**config.mk**
```make
export PLATFORM = sky130hd
export DESIGN_NAME = dmem_bridge
export DESIGN_NICKNAME = d
export VERILOG_FILES = /design/src/rtl/dmem_bridge.sv
export SDC_FILE = /design/constraint.sdc
export NUM_CORES = 1
export LEC_CHECK = 0
export CAP_MARGIN = 20
export CORE_ASPECT_RATIO = 0.6
export CORE_MARGIN = 2
export CORE_UTILIZATION = 36
export CTS_BUF_LIST = sky130_fd_sc_hd__clkbuf_16
export DETAILED_ROUTE_END_ITERATION = 7
export PLACE_DENSITY = 0.82
export SYNTH_ARGS = -nofsm -noshare
export SYNTH_HDL_FRONTEND = slang
export SYNTH_SLANG_ARGS = --single-unit
```
**constraint.sdc**
```tcl
create_clock -name clk -period 2.99 [get_ports clk]
set_input_delay 0.299 -clock clk [delete_from_list [all_inputs] [get_ports clk]]
set_output_delay 0.299 -clock clk [all_outputs]
set_load 0.005 [all_outputs]
```
**src/rtl/dmem_bridge.sv**
```systemverilog
// dmem_bridge
//   Bridges the core's level-held load/store port onto a req/ack data memory
//   bus. Each access is captured once, held on the bus until ack, and
//   completed to the core with a one-cycle op_data_valid pulse.
//
//   Optional feature macro: DMEM_TIMEOUT_EN
//     defined   -> ack watchdog; a stuck access is forced to complete after
//                  TIMEOUT_CYCLES REQ cycles, loads return ERR_DATA and
//                  op_bus_error latches until reset.
//     undefined -> REQ waits for ack indefinitely; op_bus_error is tied 0.
//
//   state | meaning
//   ------+-------------------------------------------------------------
//   IDLE  | waiting for ip_data_wr/ip_data_rd; captures the access
//   REQ   | op_mem_req high, address/be/wdata/we held from capture regs
//   RESP  | op_data_valid high for this single cycle, then back to IDLE
module dmem_bridge #(
  parameter int unsigned TIMEOUT_CYCLES = 255,
  parameter logic [31:0] ERR_DATA       = 32'hDEADBEEF
) (
  input  logic        clk,
  input  logic        reset,
  input  logic [31:0] ip_data_addr,
  input  logic        ip_data_wr,
  input  logic        ip_data_rd,
  input  logic [3:0]  ip_data_mask,
  input  logic [31:0] ip_data_from_proc,
  output logic        op_data_valid,
  output logic [31:0] op_data_to_proc,
  output logic        op_mem_req,
  output logic        op_mem_we,
  output logic [31:0] op_mem_addr,
  output logic [3:0]  op_mem_be,
  output logic [31:0] op_mem_wdata,
  input  logic        ip_mem_ack,
  input  logic [31:0] ip_mem_rdata,
  output logic        op_bus_error
);

  typedef enum logic [1:0] {
    ST_IDLE = 2'd0,
    ST_REQ  = 2'd1,
    ST_RESP = 2'd2
  } state_t;

  state_t      state_q, state_d;
  logic [29:0] addr_q, addr_d;
  logic [3:0]  be_q, be_d;
  logic [31:0] wdata_q, wdata_d;
  logic        we_q, we_d;
  logic [31:0] rdata_q, rdata_d;

  // High in the REQ cycle where the watchdog gives up on the bus.
  logic        timeout_hit;

`ifdef DMEM_TIMEOUT_EN
  logic [7:0]  wait_cnt_q, wait_cnt_d;
  logic        err_q, err_d;

  // The limit is reached when this no-ack cycle would bring the count to
  // TIMEOUT_CYCLES; an ack in that same cycle takes precedence.
  assign timeout_hit = (state_q == ST_REQ) && !ip_mem_ack &&
                       (({1'b0, wait_cnt_q} + 9'd1) == 9'(TIMEOUT_CYCLES));

  // Wait counter clears on REQ entry and counts no-ack REQ cycles; error is sticky.
  always_comb begin
    wait_cnt_d = wait_cnt_q;
    err_d      = err_q | timeout_hit;
    if (state_q == ST_IDLE && (ip_data_wr || ip_data_rd)) begin
      wait_cnt_d = 8'd0;
    end else if (state_q == ST_REQ && !ip_mem_ack) begin
      wait_cnt_d = wait_cnt_q + 8'd1;
    end
  end

  // Watchdog registers.
  always_ff @(posedge clk or negedge reset) begin
    if (!reset) begin
      wait_cnt_q <= 8'd0;
      err_q      <= 1'b0;
    end else begin
      wait_cnt_q <= wait_cnt_d;
      err_q      <= err_d;
    end
  end

  assign op_bus_error = err_q;

  logic unused_ok;
  assign unused_ok = ^ip_data_addr[1:0];
`else
  assign timeout_hit  = 1'b0;
  assign op_bus_error = 1'b0;

  // The watchdog limit and the byte offset within the word have no use here.
  logic unused_ok;
  assign unused_ok = ^{ip_data_addr[1:0], 8'(TIMEOUT_CYCLES)};
`endif

  // Next-state and capture logic for the access sequencer.
  always_comb begin
    state_d = state_q;
    addr_d  = addr_q;
    be_d    = be_q;
    wdata_d = wdata_q;
    we_d    = we_q;
    rdata_d = rdata_q;
    case (state_q)
      ST_IDLE: begin
        if (ip_data_wr || ip_data_rd) begin
          addr_d  = ip_data_addr[31:2];
          be_d    = ip_data_mask;
          wdata_d = ip_data_from_proc;
          // A store wins when the core raises both strobes.
          we_d    = ip_data_wr;
          state_d = ST_REQ;
        end
      end
      ST_REQ: begin
        if (ip_mem_ack) begin
          if (!we_q) begin
            rdata_d = ip_mem_rdata;
          end
          state_d = ST_RESP;
        end else if (timeout_hit) begin
          if (!we_q) begin
            rdata_d = ERR_DATA;
          end
          state_d = ST_RESP;
        end
      end
      ST_RESP: begin
        // The core advances on the edge leaving RESP, so IDLE sees a fresh request.
        state_d = ST_IDLE;
      end
      default: begin
        state_d = ST_IDLE;
      end
    endcase
  end

  // State and capture registers; reset abandons any in-flight access.
  always_ff @(posedge clk or negedge reset) begin
    if (!reset) begin
      state_q <= ST_IDLE;
      addr_q  <= 30'd0;
      be_q    <= 4'd0;
      wdata_q <= 32'd0;
      we_q    <= 1'b0;
      rdata_q <= 32'd0;
    end else begin
      state_q <= state_d;
      addr_q  <= addr_d;
      be_q    <= be_d;
      wdata_q <= wdata_d;
      we_q    <= we_d;
      rdata_q <= rdata_d;
    end
  end

  assign op_mem_req      = (state_q == ST_REQ);
  assign op_data_valid   = (state_q == ST_RESP);
  assign op_mem_addr     = {addr_q, 2'b00};
  assign op_mem_be       = be_q;
  assign op_mem_wdata    = wdata_q;
  assign op_mem_we       = we_q;
  assign op_data_to_proc = rdata_q;

endmodule

```
# After elaboration in Yosys (flattened, before gate mapping)
# Cells that the tools add are included.
[word_totals] out_inout_bits=104 wordCells=19 romBits=0 ff_bits=101 mem_count=0 latch_bits=0 input_bits=105 ram_bits=0
[classes] magnitude_cmp=0 add_sub_neg=0 bitwise_logic=1 n_eq_ne=4 shifts=0 div_mod_pow=0 mux=3 reduce_logical=5 multipliers=0
[op_table] cell="two-way mux 2 bit" n=2
[op_table] cell="case mux 2 bit (2 select lines)" n=1
[op_table] cell="AND reduction 2 bit" n=2
[op_table] cell="AND reduction 3 bit" n=1
[op_table] cell="== test 2 x 1 -> 1 bit (second input constant)" n=1
[op_table] cell="== test 2 bit (second input constant)" n=1
[op_table] cell="zero test 2 bit" n=1
[op_table] cell="!= test 2 x 1 -> 1 bit (second input constant)" n=1
[op_table] cell="!= test 2 bit (second input constant)" n=1
[op_table] cell="logical OR 1 bit" n=1
[op_table] cell="NOT 1 bit" n=1

# Longest topological paths before layout
# Gate-level depths: netlist of the first run.
[depth] ltp_word=3 mapped_depth=5 mapped_depth_nobuf=3

# Worst setup path after synthesis of the first run
# No wires, ideal clock.
[synth_timing] kind="register to register" start="register state_q[0]" end="register addr_q[0]" t_arrival_ns=1.348 setup_time_ns=0.125 path_slack_ns=1.517 path_buffers=2 required_time_ns=2.865 stages_incl_launch_ff=6 path_cell_list="dfrtp_1 nor2_1 o21a_1 buf_4 buf_6 mux2_2"
[synth_via] elab_chain_len=2
[synth_lines] item="start, declared" line="46" source="state_t state_q, state_d;"
[synth_lines] item="start signal, assigned" line="152" source="state_q <= state_d;"
[synth_lines] item="zero test 2 bit" line="108" source="case (state_q)"
[synth_lines] item="AND reduction 2 bit (no source line)"
[synth_lines] item="end signal, assigned" line="153" source="addr_q <= addr_d;"
[synth_lines] item="end, declared" line="47" source="logic [29:0] addr_q, addr_d;"
# Every way passes these cells.
# A chain may end at the register's enable or synchronous reset.

# Final worst setup path of the first run
[layout_timing] start="register state_q[1]" end="register rdata_q[0] (netlist: op_data_to_proc[0])"
[layout_via] elab_chain_len=2
[layout_lines] item="== test 2 x 1 -> 1 bit" line="108"
[layout_lines] item="AND reduction 3 bit (no source line)"
[layout_lines] item="end signal, assigned" line="157" source="rdata_q <= rdata_d;"
[layout_lines] item="end, declared" line="51" source="logic [31:0] rdata_q, rdata_d;"
# Every way passes these cells.

==> results of run 1 <==
worst max-delay path: cells and delay by family, from the launching register on:
| family | cells | cell delay, ns |
|---|---|---|
| mux | 1 | 0.40 |
| simple gates | 2 | 0.37 |
| flops | 1 | 0.42 |
| buf+inv | 1 | 0.47 |
per-stage QoR:
stage	total power, mW	area, µm²	utilization (%)	std cells	setup WS (ns)
6_report	6.302	6391	59.91	575	1.194
5_1_grt	6.686	6391	59.91	575	1.117
4_1_cts	6.408	6391	59.91	575	1.196
3_5_place_dp	5.176	6075	56.94	558	0.8540
3_3_place_gp	5.088	6075	56.94	558	0.9107
2_1_floorplan	3.485	3984	-	226	1.517
state kept, by name (all words and copies together) (netlist names):
register	flops
op_data_to_proc	32
op_mem_wdata	32
op_mem_be	4
op_mem_we	1
state_q	2
addr_q	30
area by class of cell:
class	instances	area share, %
flip-flops and latches	101	39.55
repair buffers	208	32.58
multi-input cells	111	20.36
clock buffers	9	3.524
well taps	139	2.721
clock inverters	7	1.273
power groups by stage:
| stage | Clock [mW] | Combinational (mW) | Sequential [mW] |
|---|---|---|---|
| final | 1.18 | 2.70 | 2.42 |
| after global placement | 0 | 2.69 | 2.40 |
| after floorplan | 0 | 1.02 | 2.46 |
| after CTS | 1.23 | 2.75 | 2.44 |
| after global routing | 1.29 | 2.88 | 2.52 |
| after detailed placement | 0 | 2.73 | 2.44 |
cells by family (layout without fill, tap and decap cells):
| group | after synthesis | after routing |
|---|---|---|
| mux | 98 | 98 |
| buf+inv | 14 | 224 |
| flops | 101 | 101 |
| compound gates | 3 | 3 |
| simple gates | 7 | 7 |
| other cells | 1 | 3 |
cell usage after synthesis:
cell type    n  area share, %
nor2b_1      1           0.16
buf_12       3            1.5
mux2_4      30             11
mux2_2      68             19
buf_4        4           0.76
buf_6        5            1.4
and3b_1      1           0.22
nor2b_4      1           0.35
conb_1       1          0.094
o21a_1       1           0.19
a22o_1       1           0.22
dfrtp_1    101             64
buf_2        2           0.25
nor2_1       1          0.094
nand2_1      1          0.094
nor3_1       1           0.13
and2b_1      1           0.19
a211oi_1     1           0.19
path summary, 6_finish.rpt:
path / start / slack (ns) / depth (start not counted) / to
min reg2reg: addr_q[16] / 0.50 / 1 / addr_q[16]
min: reset / 0.50 / 2 / addr_q[15]
max in group asynchronous: reset / 1.76 / 3 / op_data_to_proc[20]
max reg2reg: state_q[1] / 1.19 / 4 / op_data_to_proc[0]
max: state_q[1] / 1.19 / 4 / op_data_to_proc[0]
min in group clk: addr_q[16] / 0.50 / 1 / addr_q[16]
per-layer routing:
metal	vias up	global-route usage (%)	part of all wire (%)	wire [µm]
li1	1192	-	-	-
met1	1305	20.78	43	4042
met2	120	25.19	46	4398
met3	4	8.465	11	1007
met4	0	3.545	0.44	42
met5	-	0	0	0
==> results.txt, run 1 <==
Reg power frac: 38.4%
Critical Path Max Stage Delay: 0.47 ns
first-iteration detailed-routing DRC count: 46
worst setup skew after layout: 0.009547 ns
maximum clock path buffer count: 2
Seq. cell area: 0.002527 mm²
Post-Syn Area: 0.003976 mm²
clock latency on the worst-skew pair: 0.34 ns
antenna fix cells: 0
CP Max Fanout: 32
WL per Instance: 16.50 µm
Setup Fix Bufs, Post-CTS: 0
Final Setup Violations: 0
Fmax: 556.8 MHz
H-tree depth: 3
Netlist cell types: 18
most frequent cells in the layout: clkdlybuf4s50_1, dfrtp_1, mux2_2
crit path time final: 1.796 ns
Final Cycle Share: 60.07%
Via density: 4.558
CTS Sinks: 101
WS Path Type: register to register
post-synthesis register bit count: 101
number of global-route vias before repair: 2857
layout cell share with drive strength beyond 1: 27.75%
fillers: 826
max_slew headroom: 61.68%
hpwl dp: 7.010 mm
# port buffers: 203
WL final: 9.490 mm
Die H: 85.41 µm
Residual DRC: 0
hold_ws: 0.4950 ns
CP Capture Type: register
HP Class: input pin to asynchronous set/reset pin
Slew Viols, Final: 0
VDD IR max: 0.4700 mV
outcome: finished, final reports clean
area delta synth->final: 60.73%
critical path cell sequence: and3b_1 -> nor2b_4 -> buf_4 -> mux2_2
IO Pins: 209
PostCTS Resize Cnt: 0
Final nets: 536
Worst setup SP type: register
Int Power: 4.672 mW
maxcap violations: 0
synth warn: 0
Die Area: 0.01193 mm²
Avg Inst Size Synth: 17.75 µm²
setup TNS: 0 ns
cells after synthesis: 224
initial antenna violation count: 0
GRT overflow: 0
post-route ant nets: 0
drt pass-1 iters: 4
CTS tree: yes
largest family of logic cells by synthesized area: multiplexers
routed vias: 2621
unrepaired setup endpoints after global routing: false
first-pass GRT wire length: 15.14 mm
Post-Synth Adder-Cell Area: 0%
Worst Tran Pin Value: 0.5748 ns
simple-gate share of the synthesized area: 1.227%
Static Leak: 2.666 nW
footprint of the multi-input gates: 0.001301 mm²
most common library cell in the layout ignoring fill and taps: clkdlybuf4s50_1
Root Buffer: clkbuf_16
Worst EP arrival: 2.02 ns
Pwr Density: 986.1 mW/mm²
TritonCTS Buffers: 9
Rows: 29
total track usage: 16.35%
Crit-path slowest cell: buf_4
clock power share: 18.7%
maximum number of pins on one net before global-route repair: 60
GPL Wtd Cong: 0.7500
Switching Share: 25.87%
fraction of synthesized area in multiplexers: 30.59%
Die W: 139.7 µm
# hold bufs at CTS: 1
clock-pin slew on the worst setup and hold paths: 0.07 ns
Compound-Gate Fraction of Synth Area: 0.5979%
xor and xnor fraction of the mapped netlist area: 0%
core box area: 0.01067 mm²
Psw: 1.631 mW
post-synthesis sequential area ratio: 63.56%
Final Hold Viols: 0
part of the power in combinational logic: 42.9%
Initial Util: 37.27%
required time worst endpoint: 3.21 ns
Note: power is estimated with default switching activity, not from simulation.
==> run 2: changes to the inputs <==
PLACE_DENSITY = 0.85   (was 0.82)
clock period = 1.65 ns   (was 2.99 ns; I/O delays follow)
==> results.txt, run 2 (synthesis results as in run 1) <==
WS Path Type: register to register
Rows: 29 (unchanged)
Residual DRC: 0 (unchanged)
Psw: 2.960 mW (+81%)
first-pass GRT wire length: 15.64 mm (+3.3%)
IO Pins: 209 (unchanged)
Die Area: 0.01193 mm² (unchanged)
TritonCTS Buffers: 9 (unchanged)
Critical R2R Launch: state_q[1]
H-tree depth: 3 (unchanged)
most common library cell in the layout ignoring fill and taps: clkdlybuf4s50_1
area delta synth->final: 61.08%
GRT overflow: 0 (unchanged)
max_slew headroom: 59.82% (-1.9 points)
maximum number of pins on one net before global-route repair: 102 (+70%)
maximum clock path buffer count: 2 (unchanged)
post-route ant nets: 0 (unchanged)
initial antenna violation count: 0 (unchanged)
maxcap violations: 0 (unchanged)
routed vias: 2615 (-0.23%)
Worst Tran Pin Value: 0.6027 ns (+0.02791 ns)
hpwl dp: 7.192 mm (+2.6%)
total track usage: 16.77% (+0.42 points)
crit path from: state_q[1]
critical path cell sequence: and3b_1 -> nor2b_4 -> buf_12 -> mux2_2
Final Cycle Share: 96.56% (+36 points)
fillers: 842 (+1.9%)
Root Buffer: clkbuf_16
outcome: finished, final reports clean
Final Setup Violations: 0 (unchanged)
required time worst endpoint: 1.86 ns (-1.35 ns)
worst setup margin: 0.05671 ns (-1.137 ns)
Via density: 4.540 (-0.40%)
Worst EP arrival: 1.81 ns (-0.21 ns)
antenna fix cells: 0 (unchanged)
clock-pin slew on the worst setup and hold paths: 0.07 ns (about the same)
CTS Sinks: 101 (unchanged)
Slew Viols, Final: 0 (unchanged)
clock latency on the worst-skew pair: 0.33 ns (about the same)
worst setup skew after layout: 0.006684 ns (-0.002863 ns)
Reg power frac: 39.0% (+0.6 points)
CP Max Fanout: 29 (-9.4%)
# port buffers: 203 (unchanged)
Die W: 139.7 µm (unchanged)
number of global-route vias before repair: 2891 (+1.2%)
Worst setup SP type: register
clock power share: 16.9% (-1.8 points)
Critical Path Max Stage Delay: 0.42 ns (-0.05 ns)
Static Leak: 2.675 nW (+0.32%)
Final Util: 60.04% (+0.13 points)
WL final: 9.805 mm (+3.3%)
GPL Wtd Cong: 0.7651 (+2.0%)
Crit-path slowest cell: dfrtp_1
Pwr Density: 1763 mW/mm² (+79%)
VDD IR max: 0.9834 mV (+110%)
core box area: 0.01067 mm² (unchanged)
Int Power: 8.333 mW (+78%)
layout cell share with drive strength beyond 1: 27.69% (-0.064 points)
total power: 11.29 mW (+79%)
Setup Fix Bufs, Post-CTS: 0 (unchanged)
Final Hold Viols: 0 (unchanged)
HP Class: input pin to asynchronous set/reset pin
WL per Instance: 17.02 µm (+3.1%)
Final nets: 537 (+0.19%)
Die H: 85.41 µm (unchanged)
part of the power in combinational logic: 44.1% (+1.2 points)
drt pass-1 iters: 3 (-1)
Switching Share: 26.21% (+0.33 points)
CTS tree: yes
Fmax: 627.6 MHz (+13%)
hold_ws: 0.3828 ns (-0.1122 ns)
CP Capture Type: register
setup TNS: 0 ns (unchanged)
unrepaired setup endpoints after global routing: false
most frequent cells in the layout: clkdlybuf4s50_1, dfrtp_1, mux2_2
Initial Util: 37.27% (unchanged)
first-iteration detailed-routing DRC count: 62 (+35%)
crit path time final: 1.593 ns (-0.2027 ns)
Placement Setup Slack: -0.1122 ns (-0.9662 ns)
## run 2: changes by cell type in the layout (fill, tap and decap cells not counted)
| cell | before | now |
|---|---|---|
| buf_4 | 4 | 2 |
| nor2_2 | 0 | 1 |
| buf_12 | 1 | 4 |
| clkinvlp_4 | 0 | 2 |
| inv_8 | 1 | 0 |
| dlymetal6s2s_1 | 0 | 1 |
| clkdlybuf4s50_1 | 202 | 201 |
| inv_1 | 0 | 2 |
| inv_6 | 2 | 0 |
| nor2_1 | 1 | 0 |
| bufinv_16 | 1 | 0 |
## run 2: power groups by stage
stage / Combinational, mW / Clock, mW / Sequential [mW]
after floorplan: 1.85 / 0 / 4.46
after global placement: 4.92 / 0 / 4.35
after detailed placement: 5.03 / 0 / 4.44
after CTS: 5.06 / 1.99 / 4.42
after global routing: 5.30 / 2.09 / 4.57
final: 4.98 / 1.91 / 4.40
## run 2: layer usage
metal	vias to the layer above	track usage [%]	part of all wire (%)	wire length [µm]
met4	0	3.273	0.59	58
met1	1298	20.43	41	4013
met5	-	0	0	0
li1	1187	-	-	-
met2	124	27.80	49	4768
met3	6	7.788	9.8	964
## run 2: path summary, 6_finish.rpt
kind                                             to  slack, ns  cells past startpoint
max in group asynchronous          op_mem_wdata[25]       0.75                      3
worst max-delay path            op_data_to_proc[31]       0.06                      4
min in group clk                          addr_q[0]       0.44                      2
worst min-delay path                     addr_q[25]       0.38                      3
worst min register to register           addr_q[20]       0.51                      1
worst max register to register  op_data_to_proc[31]       0.06                      4
## run 2: layout make-up
| cell class | instances | area (µm²) | share of cell area [%] |
|---|---|---|---|
| clock buffers | 9 | 225.2 | 3.516 |
| clock inverters | 7 | 45.04 | 0.7033 |
| multi-input cells | 111 | 1304 | 20.36 |
| flip-flops and latches | 101 | 2527 | 39.46 |
| well taps | 139 | 173.9 | 2.715 |
| repair buffers | 209 | 2130 | 33.25 |
## run 2: worst max-delay path: cells and delay by family (launching register included)
kind	cells	cell delay, ns
flops	1	0.42
simple gates	2	0.43
buf+inv	1	0.25
mux	1	0.36
## run 2: repair_timing
item | 4_1_cts | 5_1_grt
endpoints found under the setup margin | 0 | 14
gates resized for setup | 0 | 2
hold buffers | 1 | 0
hold endpoints to repair | 101 | 0
## run 2: stage by stage
stage | instance area (µm²) | std cells
after floorplan | 3984 | 226
after global placement | 6120 | 559
after detailed placement | 6120 | 559
after CTS | 6400 | 576
after global routing | 6405 | 576
final | 6405 | 576
